--- src/rtl/nibble_serial_adder.sv ---
// Nibble-serial WIDTH-bit adder: one 4-bit lookahead slice per cycle, LSB nibble first.
// Define NIBBLE_SERIAL_ADDER_OVF_EN to add a registered two's-complement overflow output.
module nibble_serial_adder #(
  parameter int WIDTH = 16
) (
  input  logic             clk,
  input  logic             rst_n,
  input  logic             in_valid,
  output logic             in_ready,
  input  logic [WIDTH-1:0] a,
  input  logic [WIDTH-1:0] b,
  input  logic             cin,
  output logic             out_valid,
  input  logic             out_ready,
  output logic [WIDTH-1:0] sum,
  output logic             cout
`ifdef NIBBLE_SERIAL_ADDER_OVF_EN
  ,
  output logic             ovf
`endif
);

  localparam int NIB = WIDTH / 4;
  localparam int IW  = (NIB > 1) ? $clog2(NIB) : 1;

  typedef enum logic [1:0] {
    IDLE,
    RUN,
    DONE
  } state_t;

  state_t           state;
  logic [WIDTH-1:0] ar;
  logic [WIDTH-1:0] br;
  logic [WIDTH-1:0] acc;
  logic [WIDTH-1:0] acc_nx;
  logic             c0;
  logic [IW-1:0]    idx;

  logic [3:0] g;
  logic [3:0] p;
  logic [3:0] s;
  logic       c1;
  logic       c2;
  logic       c3;
  logic       c4;
  logic       last;

  always_comb begin
    g  = ar[3:0] & br[3:0];
    p  = ar[3:0] ^ br[3:0];
    c1 = g[0] | (p[0] & c0);
    c2 = g[1] | (p[1] & g[0]) | (p[1] & p[0] & c0);
    c3 = g[2] | (p[2] & g[1]) | (p[2] & p[1] & g[0])
       | (p[2] & p[1] & p[0] & c0);
    c4 = g[3] | (p[3] & g[2]) | (p[3] & p[2] & g[1])
       | (p[3] & p[2] & p[1] & g[0])
       | (p[3] & p[2] & p[1] & p[0] & c0);
    s  = p ^ {c3, c2, c1, c0};
    acc_nx = acc;
    acc_nx[{idx, 2'b00} +: 4] = s;
    last = (idx == IW'(NIB - 1));
  end

  always_ff @(posedge clk) begin
    if (!rst_n) begin
      state     <= IDLE;
      in_ready  <= 1'b1;
      out_valid <= 1'b0;
      sum       <= '0;
      cout      <= 1'b0;
      acc       <= '0;
      ar        <= '0;
      br        <= '0;
      c0        <= 1'b0;
      idx       <= '0;
`ifdef NIBBLE_SERIAL_ADDER_OVF_EN
      ovf       <= 1'b0;
`endif
    end else begin
      unique case (state)
        IDLE: begin
          if (in_valid) begin
            ar       <= a;
            br       <= b;
            c0       <= cin;
            idx      <= '0;
            in_ready <= 1'b0;
            state    <= RUN;
          end
        end
        RUN: begin
          acc <= acc_nx;
          c0  <= c4;
          ar  <= ar >> 4;
          br  <= br >> 4;
          idx <= idx + 1'b1;
          if (last) begin
            sum       <= acc_nx;
            cout      <= c4;
`ifdef NIBBLE_SERIAL_ADDER_OVF_EN
            ovf       <= c3 ^ c4;
`endif
            out_valid <= 1'b1;
            idx       <= '0;
            state     <= DONE;
          end
        end
        DONE: begin
          // in_valid is deliberately ignored here; no same-edge re-accept
          if (out_ready) begin
            out_valid <= 1'b0;
            in_ready  <= 1'b1;
            state     <= IDLE;
          end
        end
        default: state <= IDLE;
      endcase
    end
  end

endmodule

--- config.mk ---
export PLATFORM = sky130hd
export DESIGN_NAME = nibble_serial_adder
export DESIGN_NICKNAME = d
export VERILOG_FILES = /design/src/rtl/nibble_serial_adder.sv
export SDC_FILE = /design/constraint.sdc
export NUM_CORES = 1
export LEC_CHECK = 0
export ABC_AREA = 0
export CAP_MARGIN = 20
export CELL_PAD_IN_SITES_DETAIL_PLACEMENT = 0
export CELL_PAD_IN_SITES_GLOBAL_PLACEMENT = 2
export CORE_ASPECT_RATIO = 0.5
export CORE_MARGIN = 3
export CORE_UTILIZATION = 33
export CTS_CLUSTER_DIAMETER = 120
export CTS_CLUSTER_SIZE = 10
export DETAILED_ROUTE_END_ITERATION = 16
export HOLD_SLACK_MARGIN = 0.12
export PLACE_DENSITY_LB_ADDON = 0.1
export REMOVE_ABC_BUFFERS = 1
export SYNTH_ARGS = -nofsm -noshare
export SYNTH_HDL_FRONTEND = slang
export SYNTH_SLANG_ARGS = --single-unit
export TNS_END_PERCENT = 100
--- constraint.sdc ---
create_clock -name clk -period 2.1 [get_ports clk]
set_input_delay 0.42 -clock clk [delete_from_list [all_inputs] [get_ports clk]]
set_output_delay 0.42 -clock clk [all_outputs]
set_load 0.05 [all_outputs]
Yosys cells after proc, flatten, opt, wreduce, memory -nomap -nowiden --
Index checks and enable logic that the tools add are counted.
Storage, ports and cells: flip-flop bits (word level) 72, input bits 37, word-level logic and storage cells 78
Cells by class: $add $sub $neg 2, equality and inequality tests 6, shift-type cells 2, multiplexer cells 20, bitwise logic cells 29, reduce and logical (&&, ||, !) cells 9
Operator list (count):
- $pmux 16 s2 | 2
- $mux 16 | 2
- $and 1x1->1 | 16
- $bwmux 16 | 1
- $shift 4x6->16 const A | 1
- $shiftx 4x6->16 | 1
- $mux 2 | 5
- $or 1x1->1 | 10
- $reduce_and 3->1 | 3
- $xor 4x4->4 | 2
- $ne 2x2->1 const B | 3
- $neg 4->6 | 1
- $pmux 1 s2 | 3
- $pmux 2 s3 | 1
- $reduce_bool 2->1 | 3
- $mux 1 | 5
- $and 4x4->4 | 1
- $eq 2x2->1 const B | 2
- $pmux 2 s2 | 1
- $reduce_and 2->1 | 2
- $add 2x1->2 const B | 1
- $eq 2x1->1 const B | 1
- $logic_not 2->1 | 1

Depth between registers and ports, before layout --
Gate-level depths: netlist of run 1.
depth after elaboration 8, gate-level depth with buffers 6

Worst setup path after synthesis of run 1 --
No wires, ideal clock.
path type reg-to-reg, from register idx[0], to register acc[14], arrival time 1.695 ns, data required time 2.039 ns, slack 0.344 ns, cell stages (with the launch flop) 6, buffers on the path 0, path through dfxtp_1 > inv_4 > ha_1 > nor4_4 > and3_1 > a32o_1
On the way: longest elaborated chain between the ends 3, elaborated cells on any way between the ends 4, classes of those cells add/sub: 1; shift: 2; mux: 1
RTL lines:
- start: declaration | line 38 | logic [IW-1:0] idx;
- start signal: assignment | line 97 | idx <= idx + 1'b1;
- $neg 4->6 * | line 61 | acc_nx[{idx, 2'b00} +: 4] = s;
- $shiftx 4x6->16 or $shift 4x6->16 (tied branches) | line 61
- $bwmux 16 * | line 61
- end signal: assignment | line 93 | acc <= acc_nx;
- end: declaration | line 35 | logic [WIDTH-1:0] acc;
Every way passes the cells marked *; elsewhere a longest branch is shown, timed or not. A chain may end at the register's enable or synchronous reset.

Worst setup path in the final report of run 1 --
from register out_valid, to output port out_valid
RTL lines:
- start: declaration | line 13 | output logic out_valid,
- start signal: assignment | line 69 | out_valid <= 1'b0;
- start signal: assignment | line 104 | out_valid <= 1'b1;
- start signal: assignment | line 112 | out_valid <= 1'b0;
No word-level cell between the ends.

==> results.tsv, run 1 <==
metric	value	unit
pwr-share-comb	16.8	%
drtIter0Drc	182	
synth_seq_cells	72	
cts_tree	done	
synth_compound_area_share	31.86	%
path_clk_slew	0.05	ns
status	complete, no violations	
core	0.009572	mm2
cp_slowest_cell	clkdlybuf4s50_1	
grt_max_degree	28	
grt.met2_usage	25.70	%
synth_edf_count	0	
hold_buffers	0	
p_int	2598	uW
top_usage_layer	met2	
overflow	0	
period_share	90.86	%
hold_path_class	flop to flop	
post_cts_resized	0	
areaGrowthSynthToFinish	33.04	%
fin_nets	456	
die_w	147.0	um
max_freq	0.5241	GHz
antenna_found_initial	0	
synth_mux_area_share	0	%
pwr-share-seq	42.6	%
drv_slew	0	
path_class	flop to primary output	
vdd_drop_max	410.6	uV
synthSimpleGateAreaFrac	13.62	%
grt_pass1_vias	2849	
die_area	0.01124	mm2
synth_xor_area_share	0.8012	%
ctsHtreeMaxLevel	3	
relSlewSlack	65.57	%
grt.total_usage	16.37	%
avgViaCountPerCell	5.239	
synth_cells	344	
clkPwrFrac	40.6	%
diodes	0	
swShare	25.31	%
clockBufferDepth	2	
numClockSinks	72	
p_sw	880.6	uW
synth_area	0.003279	mm2
wl	8836	um
rsz0062_at_grt	false	
crit_buf_inv	1	
dieHeight	76.49	um
p_per_area	797.4	mW/mm2
clock_skew	0.006069	ns
numCtsBuffers	9	
post_cts_buffers	0	
maxCapViolations	0	
rows	25	
synthArstFlopShare	0	%
setup_viol	0	
synth_top_family_by_area	compound AO/OA/AOI/OAI gates	
top_level_ports	56	
start_kind	flop	
yosysWarnings	0	
vias	2855	
drc_errors	0	
gp_congestion	0.8157	
insertion_delay	0.33	ns
ant_nets	0	
ys_types	43	
drive_above_1_share	16.10	%
cp.required	1.68	ns
tns	0	ns
io_buffers	55	
start_util	34.26	%
grt_use_met1	22.19	%
dpl.hpwl	6491	um
grt_pass1_wl	14790	um
dr.pass1.iters	4	
fillers	958	
worst_pin_slew	0.5152	ns
period_minus_slack	1.908	ns
crit_family	buffers and inverters	
synth-main-ff-cell	dfxtp_1	
crit_chain	clkdlybuf4s50_1	
synth-seq-area-share	43.95	%
final_core_util	45.58	%
cp-end-kind	primary output	
worstPathArrival	1.49	ns
cpPeakStageDelay	0.82	ns
root_buffer	clkbuf_16	
path_max_fanout	3	
grt_util_met3	5.229	%
hold_violations	0	
avgSynthCellArea	9.533	um2
power_leakage	0.001730	uW
wl_per_cell	16.21	um
synthAdderAreaFrac	4.807	%
==> final timing paths <==
kind / startpoint / to / slack [ns] / cells after the start
hold / removal: acc[12] / acc[12] / 0.49 / 2
hold reg to reg: acc[12] / acc[12] / 0.49 / 2
setup reg to reg: idx[1] / acc[11] / 0.27 / 5
setup / recovery: out_valid / out_valid / 0.19 / 1
==> state kept, by name, summed over array words and instances (netlist names) <==
register,flops
br,16
ar,16
state,2
idx,2
out_valid,1
in_ready,1
acc,16
sum,16
cout,1
c0,1
==> per-stage QoR <==
stage / cell area, um2 / total power [uW] / setup slack (ns) / hold WS, ns / cells
after floorplan: 3164 / 1829 / -0.04813 / 0.4538 / 317
after global placement: 4089 / 2082 / 0.2554 / 0.4729 / 531
after detailed placement: 4089 / 2096 / 0.1774 / 0.4732 / 531
after CTS: 4363 / 3525 / 0.1692 / 0.4890 / 545
after global routing: 4363 / 3641 / 0.08637 / 0.5103 / 545
final: 4363 / 3479 / 0.1919 / 0.4859 / 545
==> kinds of logic after synthesis <==
kind of cell    Yosys count
compound gates          128
simple gates             90
flops                    72
buf+inv                  39
fa+ha+maj                12
xor+xnor                  3
==> layer usage <==
layer / wire (um) / part of all wire, %
met3: 467 / 5.3
met4: 33 / 0.37
met2: 3955 / 45
met5: 0 / 0
met1: 4379 / 50
==> layout make-up <==
cell class | instances | area [um2] | area share, %
clock buffer | 14 | 274.0 | 6.280
multi-input combinational | 233 | 1675 | 38.40
sequential | 72 | 1441 | 33.04
timing repair buffer | 79 | 755.7 | 17.32
inverter | 12 | 47.55 | 1.090
tap | 135 | 168.9 | 3.872
==> synthesized netlist by cell type (2+ instances only) <==
cell,number,area [um2]
a221oi_1,8,70.07
inv_2,2,7.510
or2_1,3,18.77
o221a_2,20,225.2
inv_1,9,33.78
a2bb2oi_1,24,210.2
nand2_1,10,37.54
clkbuf_1,15,56.30
and2_1,2,12.51
o221ai_1,4,35.03
a32o_1,7,70.07
nor2b_1,2,12.51
ha_1,11,137.6
o21ai_1,8,40.04
a21oi_1,18,90.09
dfxtp_1,72,1441
and3_1,3,18.77
a22oi_1,15,112.6
nor2_1,53,198.9
a32oi_1,8,70.07
nor2_2,2,12.51
nand2b_1,2,12.51
xor2_1,2,17.52
buf_2,11,55.05
a31oi_1,2,12.51
o21ai_0,6,30.03
o221a_1,4,45.04
nor3_1,6,30.03
==> placed cells by master, fill, tap and decap left out, types with 2 or more instances in the layout <==
cell	count
or2_1	3
ha_1	11
clkbuf_1	2
a21oi_1	18
inv_1	9
o221a_1	4
and2_1	2
o21ai_1	8
nor2b_1	2
o21ai_0	6
nor2_2	2
and3_1	3
a31oi_1	2
o221a_2	20
nand2_1	10
clkbuf_16	9
a32o_1	7
dfxtp_1	72
inv_2	2
nor2_1	53
buf_4	22
nand2b_1	2
clkdlybuf4s50_1	55
clkbuf_8	3
a32oi_1	8
a221oi_1	8
nor3_1	6
o221ai_1	4
xor2_1	2
a2bb2oi_1	24
a22oi_1	15
buf_12	2
==> power by group through the flow <==
stage                     logic, uW  registers [uW]  clock network, uW
after global placement          573            1510                  0
after global routing            638            1490               1510
final                           584            1480               1410
after detailed placement        585            1510                  0
after floorplan                 312            1520                  0
after CTS                       586            1480               1460
Power figures use the tool's default switching activity.
==> run 2: changes to the inputs <==
--- a/config.mk
+++ b/config.mk
@@ -13,7 +13,6 @@
 export CORE_MARGIN = 3
 export CORE_UTILIZATION = 33
 export CTS_CLUSTER_DIAMETER = 120
-export CTS_CLUSTER_SIZE = 10
 export DETAILED_ROUTE_END_ITERATION = 16
 export HOLD_SLACK_MARGIN = 0.12
 export PLACE_DENSITY_LB_ADDON = 0.1
==> results of run 2 <==
Final layout, timing and power as in run 1 (identical DEF).
==> run 3: changes to the inputs <==
--- a/config.mk
+++ b/config.mk
@@ -5,13 +5,13 @@
 export SDC_FILE = /design/constraint.sdc
 export NUM_CORES = 1
 export LEC_CHECK = 0
-export ABC_AREA = 0
+export ABC_AREA = 1
 export CAP_MARGIN = 20
 export CELL_PAD_IN_SITES_DETAIL_PLACEMENT = 0
 export CELL_PAD_IN_SITES_GLOBAL_PLACEMENT = 2
 export CORE_ASPECT_RATIO = 0.5
 export CORE_MARGIN = 3
-export CORE_UTILIZATION = 33
+export CORE_UTILIZATION = 30
 export CTS_CLUSTER_DIAMETER = 120
 export DETAILED_ROUTE_END_ITERATION = 16
 export HOLD_SLACK_MARGIN = 0.12
==> run 3 against run 2 <==
  * Register-to-register slack improved by 0.08 ns
  * Setup slack improved by 0.018 ns
  * Hold slack got worse by 0.033 ns
  * Utilization decreased by 3.8 points
  * Largest cell class unchanged
  * Largest power group is now the clock network
==> results.tsv, run 3 <==
metric	value	unit	change
overflow	0		unchanged
rsz0062_at_grt	false		unchanged
r2r_end	acc[5]		was acc[11]
ys_types	32		was 43
cp.required	1.68	ns	about the same
diodes	0		unchanged
period_share	90.00	%	was 90.86%
clockBufferDepth	2		unchanged
gp_congestion	0.7121		was 0.8157
grt_pass1_wl	14540	um	was 14,790 um
numClockSinks	72		unchanged
synth.most_common_cell	nand2_1		was dfxtp_1
insertion_delay	0.33	ns	about the same
antenna_found_initial	0		unchanged
dpl.hpwl	5880	um	was 6491 um
r2r_slack	0.35	ns	was 0.27 ns
areaGrowthSynthToFinish	33.56	%	was 33.04%
avgViaCountPerCell	4.518		was 5.239
post_cts_buffers	0		unchanged
drv_slew	0		unchanged
cpPeakStageDelay	0.80	ns	was 0.82 ns
ctsHtreeMaxLevel	3		unchanged
numCtsBuffers	9		unchanged
setup_viol	0		unchanged
yosysWarnings	0		unchanged
synth_seq_cells	72		unchanged
crit_family	buffers and inverters		unchanged
die_w	153.1	um	was 147.0 um
die_area	0.01218	mm2	was 0.01124 mm2
top_level_ports	56		unchanged
synth_area	0.003247	mm2	was 0.003279 mm2
rows	26		was 25
path_class	flop to primary output		unchanged
avgSynthCellArea	7.464	um2	was 9.533 um2
max_freq	0.5291	GHz	was 0.5241 GHz
drc_errors	0		unchanged
start_util	31.29	%	was 34.26%
vias	2896		was 2,855
synth_top_area_share	44.39	%	was 43.95%
cts_tree	done		unchanged
hold_path_end	acc[7]		was acc[12]
drtIter0Drc	125		was 182
synthArstFlopShare	0	%	unchanged
final_cell_mix	139 x nand2_1, 72 x dfxtp_1, 55 x clkdlybuf4s50_1		was 72 x dfxtp_1, 55 x clkdlybuf4s50_1, 53 x nor2_1
cp_slowest_cell	clkdlybuf4s50_1		unchanged
grt.total_usage	14.94	%	was 16.37%
wl	8489	um	was 8836 um
root_buffer	clkbuf_16		unchanged
tns	0	ns	unchanged
hold_buffers	0		unchanged
worst_pin_slew	0.6475	ns	was 0.5152 ns
fillers	1120		was 958
crit_buf_inv	1		unchanged
start_kind	flop		unchanged
io_buffers	55		unchanged
fin_nets	545		was 456
final_common_cell	nand2_1		was dfxtp_1
min-delay-start	acc[7]		was acc[12]
clock_skew	0.006014	ns	was 0.006069 ns
synth-seq-area-share	44.39	%	was 43.95%
netlist_top_cells_count	139 x nand2_1, 72 x dfxtp_1, 50 x inv_1		was 72 x dfxtp_1, 53 x nor2_1, 24 x a2bb2oi_1
core	0.01038	mm2	was 0.009572 mm2
period_minus_slack	1.890	ns	was 1.908 ns
synth_edf_count	0		unchanged
cp-end-kind	primary output		unchanged
power_leakage	0.001879	uW	was 0.001730 uW
hold_violations	0		unchanged
grt_pass1_vias	2875		was 2,849
p_per_area	866.7	mW/mm2	was 797.4 mW/mm2
crit_chain	clkdlybuf4s50_1		unchanged
rr_worst_depth	6		was 5
worstPathArrival	1.47	ns	was 1.49 ns
status	complete, no violations		unchanged
ant_nets	0		unchanged
r2r-start	ar[0]		was idx[1]
wl_per_cell	13.24	um	was 16.21 um
maxCapViolations	0		unchanged
hold_path_class	flop to flop		unchanged
path_clk_slew	0.06	ns	was 0.05 ns
power	3759	uW	was 3479 uW
dieHeight	79.56	um	was 76.49 um
synth_cells	435		was 344
dr.pass1.iters	4		unchanged
grt_max_degree	29		was 28
vdd_drop_max	367.2	uV	was 410.6 uV
synth-main-ff-cell	dfxtp_1		unchanged
synth.top_cells.by_area	dfxtp_1 44%, nand2_1 16%, inv_1 5.8%		was dfxtp_1 44%, o221a_2 6.9%, a2bb2oi_1 6.4%
path_max_fanout	2		was 3
holdPathStages	2		unchanged
synth.largest_area_cell	dfxtp_1		unchanged
drive_above_1_share	6.986	%	was 16.10%
final_core_util	41.79	%	was 45.58%
relSlewSlack	56.73	%	was 65.57%
post_cts_resized	0		unchanged
==> run 3: how the worst max path moves through the flow <==
| stage | from | to | slack (ns) | depth (start not counted) |
|---|---|---|---|---|
| 2_1_floorplan | state[1] | sum[2] | 0.33 | 6 |
| 3_3_place_gp | in_valid | c0 | 0.16 | 6 |
| 3_5_place_dp | in_valid | c0 | 0.13 | 6 |
| 4_1_cts | cout | cout | 0.19 | 1 |
| 5_1_grt | ar[0] | acc[3] | 0.12 | 11 |
| 6_report | cout | cout | 0.21 | 1 |
==> run 3: power by group <==
group | internal, uW | total (uW) | switching [uW]
Combinational | 189 | 476 | 288
Clock | 1220 | 1800 | 581
Sequential | 1440 | 1480 | 39.4
==> run 3: per-layer routing <==
layer  global-route usage [%]  vias up  part of all wire [%]  wire length, um
met2                    22.06       50                    40             3382
met1                    20.96     1290                    54             4542
met4                    3.467        0                  0.66               56
met3                    5.143        4                   6.0              508
li1                         -     1552                     -                -
met5                        0        -                     0                0
==> run 3: metrics by stage <==
step | cells | setup slack [ns] | hold WS (ns) | cell area [um2]
floorplan | 418 | 0.3349 | 0.4262 | 3166
global placement | 625 | 0.1584 | 0.4404 | 3981
detailed placement | 625 | 0.1337 | 0.4480 | 3981
CTS | 641 | 0.1928 | 0.4591 | 4337
global route | 641 | 0.1207 | 0.4691 | 4337
finish | 641 | 0.2099 | 0.4530 | 4337
==> run 3: area by class of cell <==
type | count | area [um2] | area share [%]
multi-input cells | 294 | 1529 | 35.26
flip-flops and latches | 72 | 1441 | 33.24
repair buffers | 67 | 640.6 | 14.77
clock buffers | 11 | 252.7 | 5.828
inverters | 52 | 195.2 | 4.501
well taps | 140 | 175.2 | 4.039
clock inverters | 5 | 102.6 | 2.366
==> run 3: cell families after synthesis <==
group / synth area share [%]
AOI/OAI and AO/OA: 16.96
xor gates and xnor gates: 0.2698
adders and majority gates: 4.855
buffers and inverters: 8.516
DFF: 44.39
and+or+nand+nor: 25.01
